===== src/rtl/bbt_pkg.sv =====
// Shared definitions for the bounding-box traverser: default coordinate
// width and FSM state encoding.
package bbt_pkg;

   localparam int unsigned BBT_WIDTH = 32;

   localparam logic [1:0] ST_IDLE = 2'd0;
   localparam logic [1:0] ST_SCAN = 2'd1;
   localparam logic [1:0] ST_DONE = 2'd2;

   typedef enum logic [1:0] {
      S_IDLE = ST_IDLE,
      S_SCAN = ST_SCAN,
      S_DONE = ST_DONE
   } bbt_state_e;

endpackage


===== src/rtl/bbt_step.sv =====
// Combinational raster step: given the current pixel and the clipped box
// bounds, produce the next pixel and flag the final pixel of the box.
//   x_i, y_i        current pixel
//   x0_i            row start (x wraps back here)
//   x1_i, y1_i      exclusive right / bottom bounds (always > current)
//   x_nxt_o/y_nxt_o next pixel in raster order
//   last_o          current pixel is the last one of the box
module bbt_step
   import bbt_pkg::*;
#(
   parameter int unsigned WIDTH = BBT_WIDTH
) (
   input  logic [WIDTH-1:0] x_i,
   input  logic [WIDTH-1:0] y_i,
   input  logic [WIDTH-1:0] x0_i,
   input  logic [WIDTH-1:0] x1_i,
   input  logic [WIDTH-1:0] y1_i,
   output logic [WIDTH-1:0] x_nxt_o,
   output logic [WIDTH-1:0] y_nxt_o,
   output logic             last_o
);

   logic row_end;

   // Bounds are strictly greater than the current pixel, so x1-1 / y1-1
   // never wrap and x+1 / y+1 never exceed the bound: no overflow even
   // at the top of the coordinate range.
   always_comb begin
      row_end = (x_i == (x1_i - WIDTH'(1)));
      last_o  = row_end && (y_i == (y1_i - WIDTH'(1)));
      x_nxt_o = row_end ? x0_i : (x_i + WIDTH'(1));
      y_nxt_o = row_end ? (y_i + WIDTH'(1)) : y_i;
   end

endmodule


===== src/rtl/bounding_box_traverser.sv =====
// Bounding-box traverser: accepts a box (clipped against the screen
// resolution) and emits its pixel coordinates in raster order over a
// valid/ready stream, then pulses done.
//   clk, rst                    clock, async active-high reset
//   bb_valid/bb_ready           box handshake (ready only when idle)
//   top/bottom/left/right       box edges, bottom/right exclusive
//   resx/resy                   screen resolution, sampled with the box
//   px_valid/px_ready           pixel handshake
//   px_x/px_y/px_last           current pixel and final-pixel flag
//   done                        one-cycle pulse when a box completes
module bounding_box_traverser
   import bbt_pkg::*;
#(
   parameter int unsigned WIDTH = BBT_WIDTH
) (
   input  logic             clk,
   input  logic             rst,
   input  logic             bb_valid,
   output logic             bb_ready,
   input  logic [WIDTH-1:0] top,
   input  logic [WIDTH-1:0] bottom,
   input  logic [WIDTH-1:0] left,
   input  logic [WIDTH-1:0] right,
   input  logic [WIDTH-1:0] resx,
   input  logic [WIDTH-1:0] resy,
   output logic             px_valid,
   input  logic             px_ready,
   output logic [WIDTH-1:0] px_x,
   output logic [WIDTH-1:0] px_y,
   output logic             px_last,
   output logic             done
);

   bbt_state_e       state_q, state_d;
   logic [WIDTH-1:0] x0_q, x0_d;
   logic [WIDTH-1:0] x1_q, x1_d;
   logic [WIDTH-1:0] y1_q, y1_d;
   logic [WIDTH-1:0] x_q, x_d;
   logic [WIDTH-1:0] y_q, y_d;

   logic             accept;
   logic             handshake;
   logic             box_empty;
   logic [WIDTH-1:0] x1_clip;
   logic [WIDTH-1:0] y1_clip;
   logic [WIDTH-1:0] x_nxt;
   logic [WIDTH-1:0] y_nxt;
   logic             step_last;

   // Clip the offered box against the screen and classify it.
   always_comb begin
      x1_clip   = (right  < resx) ? right  : resx;
      y1_clip   = (bottom < resy) ? bottom : resy;
      box_empty = (left >= x1_clip) || (top >= y1_clip);
      accept    = bb_valid && (state_q == S_IDLE);
      handshake = (state_q == S_SCAN) && px_ready;
   end

   bbt_step #(
      .WIDTH (WIDTH)
   ) u_step (
      .x_i     (x_q),
      .y_i     (y_q),
      .x0_i    (x0_q),
      .x1_i    (x1_q),
      .y1_i    (y1_q),
      .x_nxt_o (x_nxt),
      .y_nxt_o (y_nxt),
      .last_o  (step_last)
   );

   // FSM state register.
   always_ff @(posedge clk or posedge rst) begin
      if (rst) begin
         state_q <= S_IDLE;
      end else begin
         state_q <= state_d;
      end
   end

   // FSM next state.
   always_comb begin
      state_d = state_q;
      unique case (state_q)
         S_IDLE: begin
            if (accept) begin
               state_d = box_empty ? S_DONE : S_SCAN;
            end
         end
         S_SCAN: begin
            if (handshake && step_last) begin
               state_d = S_DONE;
            end
         end
         S_DONE:  state_d = S_IDLE;
         default: state_d = S_IDLE;
      endcase
   end

   // FSM outputs; px_valid depends only on state, never on px_ready.
   always_comb begin
      bb_ready = 1'b0;
      px_valid = 1'b0;
      done     = 1'b0;
      px_last  = 1'b0;
      unique case (state_q)
         S_IDLE: bb_ready = 1'b1;
         S_SCAN: begin
            px_valid = 1'b1;
            px_last  = step_last;
         end
         S_DONE:  done = 1'b1;
         default: ;
      endcase
      px_x = x_q;
      px_y = y_q;
   end

   // Box bounds are captured only at acceptance; pixel advances on handshake.
   always_comb begin
      x0_d = x0_q;
      x1_d = x1_q;
      y1_d = y1_q;
      x_d  = x_q;
      y_d  = y_q;
      if (accept) begin
         x0_d = left;
         x1_d = x1_clip;
         y1_d = y1_clip;
         x_d  = left;
         y_d  = top;
      end else if (handshake) begin
         x_d = x_nxt;
         y_d = y_nxt;
      end
   end

   always_ff @(posedge clk or posedge rst) begin
      if (rst) begin
         x0_q <= '0;
         x1_q <= '0;
         y1_q <= '0;
         x_q  <= '0;
         y_q  <= '0;
      end else begin
         x0_q <= x0_d;
         x1_q <= x1_d;
         y1_q <= y1_d;
         x_q  <= x_d;
         y_q  <= y_d;
      end
   end

endmodule

===== config.mk =====
export PLATFORM = sky130hd
export DESIGN_NAME = bounding_box_traverser
export DESIGN_NICKNAME = d
export VERILOG_FILES = /design/src/rtl/bbt_pkg.sv /design/src/rtl/bbt_step.sv /design/src/rtl/bounding_box_traverser.sv
export SDC_FILE = /design/constraint.sdc
export NUM_CORES = 1
export LEC_CHECK = 0
export BUFFER_PORTS_ARGS = -buffer_cell sky130_fd_sc_hd__buf_4
export CAP_MARGIN = 5
export CORE_MARGIN = 8
export CORE_UTILIZATION = 45
export CTS_BUF_LIST = sky130_fd_sc_hd__clkbuf_8
export DETAILED_ROUTE_END_ITERATION = 7
export GPL_ROUTABILITY_DRIVEN = 0
export PLACE_DENSITY = 0.67
export SYNTH_ARGS = -nofsm -noshare
export SYNTH_HDL_FRONTEND = slang
export SYNTH_HIERARCHICAL = 1
export SYNTH_SLANG_ARGS = --single-unit

===== constraint.sdc =====
create_clock -name clk -period 12.3 [get_ports clk]
set_input_delay 0.615 -clock clk [delete_from_list [all_inputs] [get_ports clk]]
set_output_delay 0.615 -clock clk [all_outputs]
set_load 0.05 [all_outputs]

Word-level counts from Yosys, hierarchy flattened

Cells that the tools add are included.

Register bits: 162
Input port bits: 196
Output and inout bits: 68
Logic and storage cells: 46

Add/subtract/negate cells: 4
$lt $le $gt $ge: 4
Equal/unequal tests: 6
Mux-type cells: 16
Reductions and logical operators: 10

Operators with widths:

| kind                                                                     | count |
|---|---|
| 32-bit 2-to-1 mux                                                        | 8 |
| 32-bit by 1-bit adder with 32-bit output (second input constant)         | 2 |
| 32-bit equality test                                                     | 2 |
| 32-bit greater-or-equal comparator                                       | 2 |
| 32-bit less-than comparator                                              | 2 |
| 32-bit by 1-bit subtractor with 32-bit output (second input constant)    | 2 |
| 2-bit 2-to-1 mux                                                         | 3 |
| 1-bit logical AND                                                        | 4 |
| 1-bit 2-to-1 mux                                                         | 4 |
| 2-bit one-hot mux with 2 select lines                                    | 1 |
| 2-bit AND reduction                                                      | 2 |
| 2-bit nonzero test                                                       | 2 |
| 2-bit by 1-bit equality test with 1-bit output (second input constant)   | 1 |
| 2-bit equality test (second input constant)                              | 1 |
| 2-bit logical NOT                                                        | 1 |
| 2-bit by 1-bit inequality test with 1-bit output (second input constant) | 1 |
| 2-bit inequality test (second input constant)                            | 1 |
| 1-bit logical OR                                                         | 1 |

Depth between registers and ports, before layout

Depth in word-level cells: 7
Depth in mapped cells: 18
Gate-level depth less buffers: 17

Hierarchy

Netlist, hierarchy kept.

Modules (own cells, without submodules):

| module                 | times used | cells an instance | area each (µm²) | seq. area each (µm²) |
|---|---|---|---|---|
| bounding_box_traverser | 1          | 1085              | 10246.1         | 4053.9 |
| bbt_step               | 1          | 577               | 3778.6          | 0.0 |

Least setup slack after synthesis

OpenSTA, ideal clock, no wires.

Path type: register to output
Start point: register x1_q[0]
End point: output px_last
Data arrival time: 3.966 ns
Data required time: 11.685 ns
Slack: 7.719 ns
Cell stages (with the launch flop): 16
Buffers on the path: 3
Cell sequence: dfrtp_1 > inv_1 > ha_1 > or4b_2 > clkbuf_1 > or4_4 > or2_1 > xnor2_1 > nor4_1 > nand4b_1 > nor4b_4 > buf_6 > buf_6 > nand2_1 > nor4_2 > and2_1

Longest elaborated chain between the ends: 4

Ends and longest elaborated chain:

| element                                       | line                          | RTL |
|---|---|---|
| start, declared                               | bounding_box_traverser.sv:36  | `logic [WIDTH-1:0] x1_q, x1_d;` |
| start signal, assigned                        | bounding_box_traverser.sv:141 | `x1_q <= '0;` |
| start signal, assigned                        | bounding_box_traverser.sv:147 | `x1_q <= x1_d;` |
| 32-bit by 1-bit subtractor with 32-bit output | bbt_step.sv:29                | `row_end = (x_i == (x1_i - WIDTH'(1)));` |
| 32-bit equality test                          | bbt_step.sv:29                |  |
| 1-bit logical AND                             | bbt_step.sv:30                | `last_o = row_end && (y_i == (y1_i - WIDTH'(1)));` |
| net step_last                                 | bounding_box_traverser.sv:48  | `logic step_last;` |
| 1-bit 2-to-1 mux                              | bounding_box_traverser.sv:106 | `unique case (state_q)` |
| end, declared                                 | bounding_box_traverser.sv:30  | `output logic px_last,` |

The timed path passes the listed nets, and every way through them passes these cells.

Worst setup path in the final report

Start point: register y1_q[0]
End point: output px_last

Longest elaborated chain between the ends: 4

Ends and longest elaborated chain:

| element                                       | line                          | RTL |
|---|---|---|
| start, declared                               | bounding_box_traverser.sv:37  | `logic [WIDTH-1:0] y1_q, y1_d;` |
| start signal, assigned                        | bounding_box_traverser.sv:148 | `y1_q <= y1_d;` |
| 32-bit by 1-bit subtractor with 32-bit output | bbt_step.sv:30                |  |
| 32-bit equality test                          | bbt_step.sv:30                |  |
| 1-bit logical AND                             | bbt_step.sv:30                |  |
| net step_last                                 | bounding_box_traverser.sv:48  |  |
| 1-bit 2-to-1 mux                              | bounding_box_traverser.sv:106 |  |

The timed path passes the listed nets, and every way through them passes these cells.

==> summary.txt <==
Status
  • Status: complete, no violations

Floorplan
  • Core area: around 31,000 um2
  • Initial Util: between 40% and 50%
  • I/O Pins: between 200 and 300
  • Die X: around 190 um
  • Site row count: 64
  • Full die area: 37,100 um2
  • Die height: around 190 um

Yosys
  • Synth Area in XOR/XNOR: under 10%
  • Post-Synth Adder-Cell Area: 11.7%
  • Compound-gate portion of the synthesized area: roughly 15%
  • Synth Area in Simple Gates: roughly a fifth
  • Seq/Total Area, Yosys: 28.9%
  • Post-synth EDFFs: 0
  • Synth area leaders: dfrtp_1, ha_1, mux2i_1, xnor2_1, o21ai_0
  • Mean Syn Cell Area: around 8.4 um2
  • Mapped Cells: ~1,700
  • Top_reg_cell synth: dfrtp_1
  • Async S/R FF share, synth: between 90% and 100%
  • Largest area contributor in the netlist: dfrtp_1
  • Mux share of post-synthesis cell area: 10.1%
  • Largest family of logic cells by synthesized area: simple AND/OR/NAND/NOR gates
  • Netlist cell types: 73
  • Post-synth top area share: between 20% and 30%
  • Netlist Area Pre-Place: roughly 14,000 um2
  • Synth warn: 6
  • Mapped Nets: approximately 2,000
  • Synth Register Bits: ~160

Worst setup path
  • RR Endpoint: px_y[20]$_DFFE_PP0P_
  • Critical Path End Type: primary output
  • CP Class: reg -> out
  • Slowest stage delay, CP: 600 ps
  • Reg2reg start: x1_q[0]$_DFFE_PP0P_
  • R2R setup slack: about 7300 ps
  • CP max FO: 8
  • CP required: 11,690 ps
  • CP max-delay cell: or4b_1
  • Path depth of the worst reg2reg path: 14
  • CP cell instances: inv_1 > ha_1 > or4b_1 > nand3b_1 > or3_1 > or2_1 > nor3_1 > xnor2_1 > nand2_1 > or4_1 > nor4_2 > and2_1 > buf_4
  • Worst Path Arrival: 4850 ps
  • Crit start category: flip-flop

Clock tree
  • CTS Sinks: 162
  • H-Tree Level Count: 4
  • CTS tree: built
  • Post-CTS Setup Repair Bufs: 0
  • Clk_lat worst skew: 470 ps
  • Reg clk slew, reported paths: 100 ps
  • Hold Buf Count CTS: 0
  • Post-cts sizing count: 0
  • CTS buffer count: 17
  • Root Driver: clkbuf_8
  • Clock tree buffer depth: 2

Placement
  • DP Cell Count: around 2,300
  • HPWL Detailed: approximately 34,000 um
  • # port buffers: ~260

Cells and area
  • Fillers: 2,846
  • Area grow syn2layout: 18.4%
  • Non-Filler Instances: 2,284
  • Sequential cell area: 4050 um2
  • Layout cell share with drive strength beyond 1: 19.1%
  • Fin nets: about 2,200
  • Multi-input gate area: just over 9000 um2

GRT
  • GR Overflow Total: 0
  • Initial antenna violation count: 2
  • Vias in the first global route: 13,176
  • Gr usage total: between 20% and 30%
  • Largest net degree at the start of global routing: 209
  • Global-route wire length before repair: ~70,000 um

Timing
  • Final setup fails: 0
  • Hold Vio Cnt, Final: 0
  • Period minus WS final: roughly 5500 ps
  • Fin Setup TNS: 0 ps
  • RSZ-0062 raised after global routing: false
  • Crit share post-route: 44.4%
  • Slew margin rel.: between 10% and 20%
  • Actual slew at the worst max-slew pin: between 1000 and 1500 ps
  • Fmax: about 0.18 GHz
  • Clock skew: approximately 17 ps
  • Max-slew violation count: 0

Detailed routing
  • Via count: between 10,000 and 15,000
  • Routed wire length: approximately 45,000 um
  • Pre-antenna DRT Iters: 7
  • Antenna viol nets, final: 0
  • Initial DRC count: about 1,100
  • Avg WL per Cell: around 20 um
  • Routed vias/inst: 5.89
  • Residual DRC: 0

Power and ir drop
  • Lkg Pwr: about 0.0074 uW
  • Power per cell area: between 200 and 250 nW/um2
  • Peak supply drop: approximately 0.13 mV

Job
  • Max Cap Viol: 0

Min path
  • Worst Hold Class: in -> async
## metrics by stage
| step | power [uW] | instance area (um2) | setup WS, ps | util (%) | hold slack [ps] |
|---|---|---|---|---|---|
| global route | 3570 | 16600 | 6620 | 54.2 | 365 |
| global placement | 2900 | 16300 | 7000 | 53.0 | 486 |
| CTS | 3340 | 16600 | 6840 | 54.2 | 354 |
| finish | 3340 | 16600 | 6830 | 54.2 | 285 |
| detailed placement | 2950 | 16300 | 6820 | 53.0 | 495 |
| floorplan | 2380 | 14000 | 7310 | - | 475 |
## flip-flops by register name, summed over array words and instances, names as in the netlist
signal   flops
y1_q        32
px_y        32
px_x        32
x1_q        32
state_q      2
x0_q        32
## Yosys cell counts, types with 48 or more instances
master / number
ha_1: 130
clkbuf_1: 48
o21ai_0: 141
nor2_1: 117
nand4_1: 48
nand2_1: 156
dfrtp_1: 162
xnor2_1: 86
a21oi_1: 93
mux2i_1: 100
nand3_1: 68
inv_1: 77
xor2_1: 55
## power breakdown
part / switching [uW] / total (uW) / internal [uW] / leakage [uW]
combinational: 1050 / 1780 / 730 / 0.00525
clock: 229 / 376 / 148 / 0.000174
sequential: 398 / 1180 / 779 / 0.00193
total: 1680 / 3340 / 1660 / 0.00736
## worst max path at each step
stage | end | cells past startpoint | from
2_1_floorplan | px_x[0]$_DFFE_PP0P_ | 1 | rst
3_3_place_gp | state_q[0]$_DFFE_PP0P_ | 16 | bottom[2]
3_5_place_dp | state_q[0]$_DFFE_PP0P_ | 16 | bottom[2]
4_1_cts | px_last | 13 | y1_q[0]$_DFFE_PP0P_
5_1_grt | px_last | 13 | y1_q[0]$_DFFE_PP0P_
6_report | px_last | 13 | y1_q[0]$_DFFE_PP0P_
## logic make-up (layout without fill, tap and decap cells)
logic type,after synthesis,count (layout)
AOI/OAI and AO/OA,355,355
adders and majority gates,131,131
xor gates and xnor gates,141,141
and+or+nand+nor,579,579
other,0,1
muxes,137,137
DFF,162,162
buffers and inverters,157,382
## cell type report
| type | count | area share (%) |
|---|---|---|
| Clock buffer | 18 | 1.49 |
| Clock inverter | 13 | 0.633 |
| Sequential cell | 162 | 24.4 |
| Tap cell | 396 | 2.98 |
| Inverter | 77 | 1.77 |
| Antenna cell | 1 | 0.0151 |
| Multi-Input combinational cell | 1343 | 56.2 |
| Timing Repair Buffer | 274 | 12.5 |
## routing by layer
| metal | part of all wire [%] | GRT usage, % | routed length (um) | up-vias |
|---|---|---|---|---|
| li1 | - | - | - | 6410 |
| met1 | 44 | 30.3 | 19400 | 6479 |
| met2 | 48 | 39.6 | 21200 | 473 |
| met3 | 6.1 | 3.89 | 2740 | 79 |
| met4 | 2.7 | 7.73 | 1200 | 2 |
| met5 | 0.029 | 0 | 13 | - |
## layout by cell type (no fill, tap or decap), types with 9 or more instances in the layout
cell type / netlist / layout
nor3_1: 28 / 27
a31oi_1: 39 / 39
a21oi_1: 93 / 91
dfrtp_1: 162 / 162
o21ai_1: 12 / 12
inv_1: 77 / 77
nand2_1: 156 / 156
mux2_2: 36 / 36
or3_1: 10 / 10
a21o_1: 10 / 10
ha_1: 130 / 130
nor4_1: 16 / 16
nor2b_1: 11 / 11
and2_1: 40 / 39
or4_1: 10 / 10
xor2_1: 55 / 55
xnor2_1: 86 / 86
o21ai_0: 141 / 141
buf_4: 0 / 273
a211oi_1: 9 / 9
nand4_1: 48 / 48
mux2i_1: 100 / 100
nand3_1: 68 / 68
and3_1: 26 / 26
clkbuf_8: 0 / 18
nor2_1: 117 / 117
## critical path: cells and delay by family, from the launching register on
| family | cells | cell delay, ps |
|---|---|---|
| adders and majority gates | 1 | 270 |
| and+or+nand+nor | 9 | 3250 |
| xor gates and xnor gates | 1 | 140 |
| buffers and inverters | 2 | 300 |
| DFF | 1 | 440 |
Note: power is estimated with default switching activity, not from simulation.
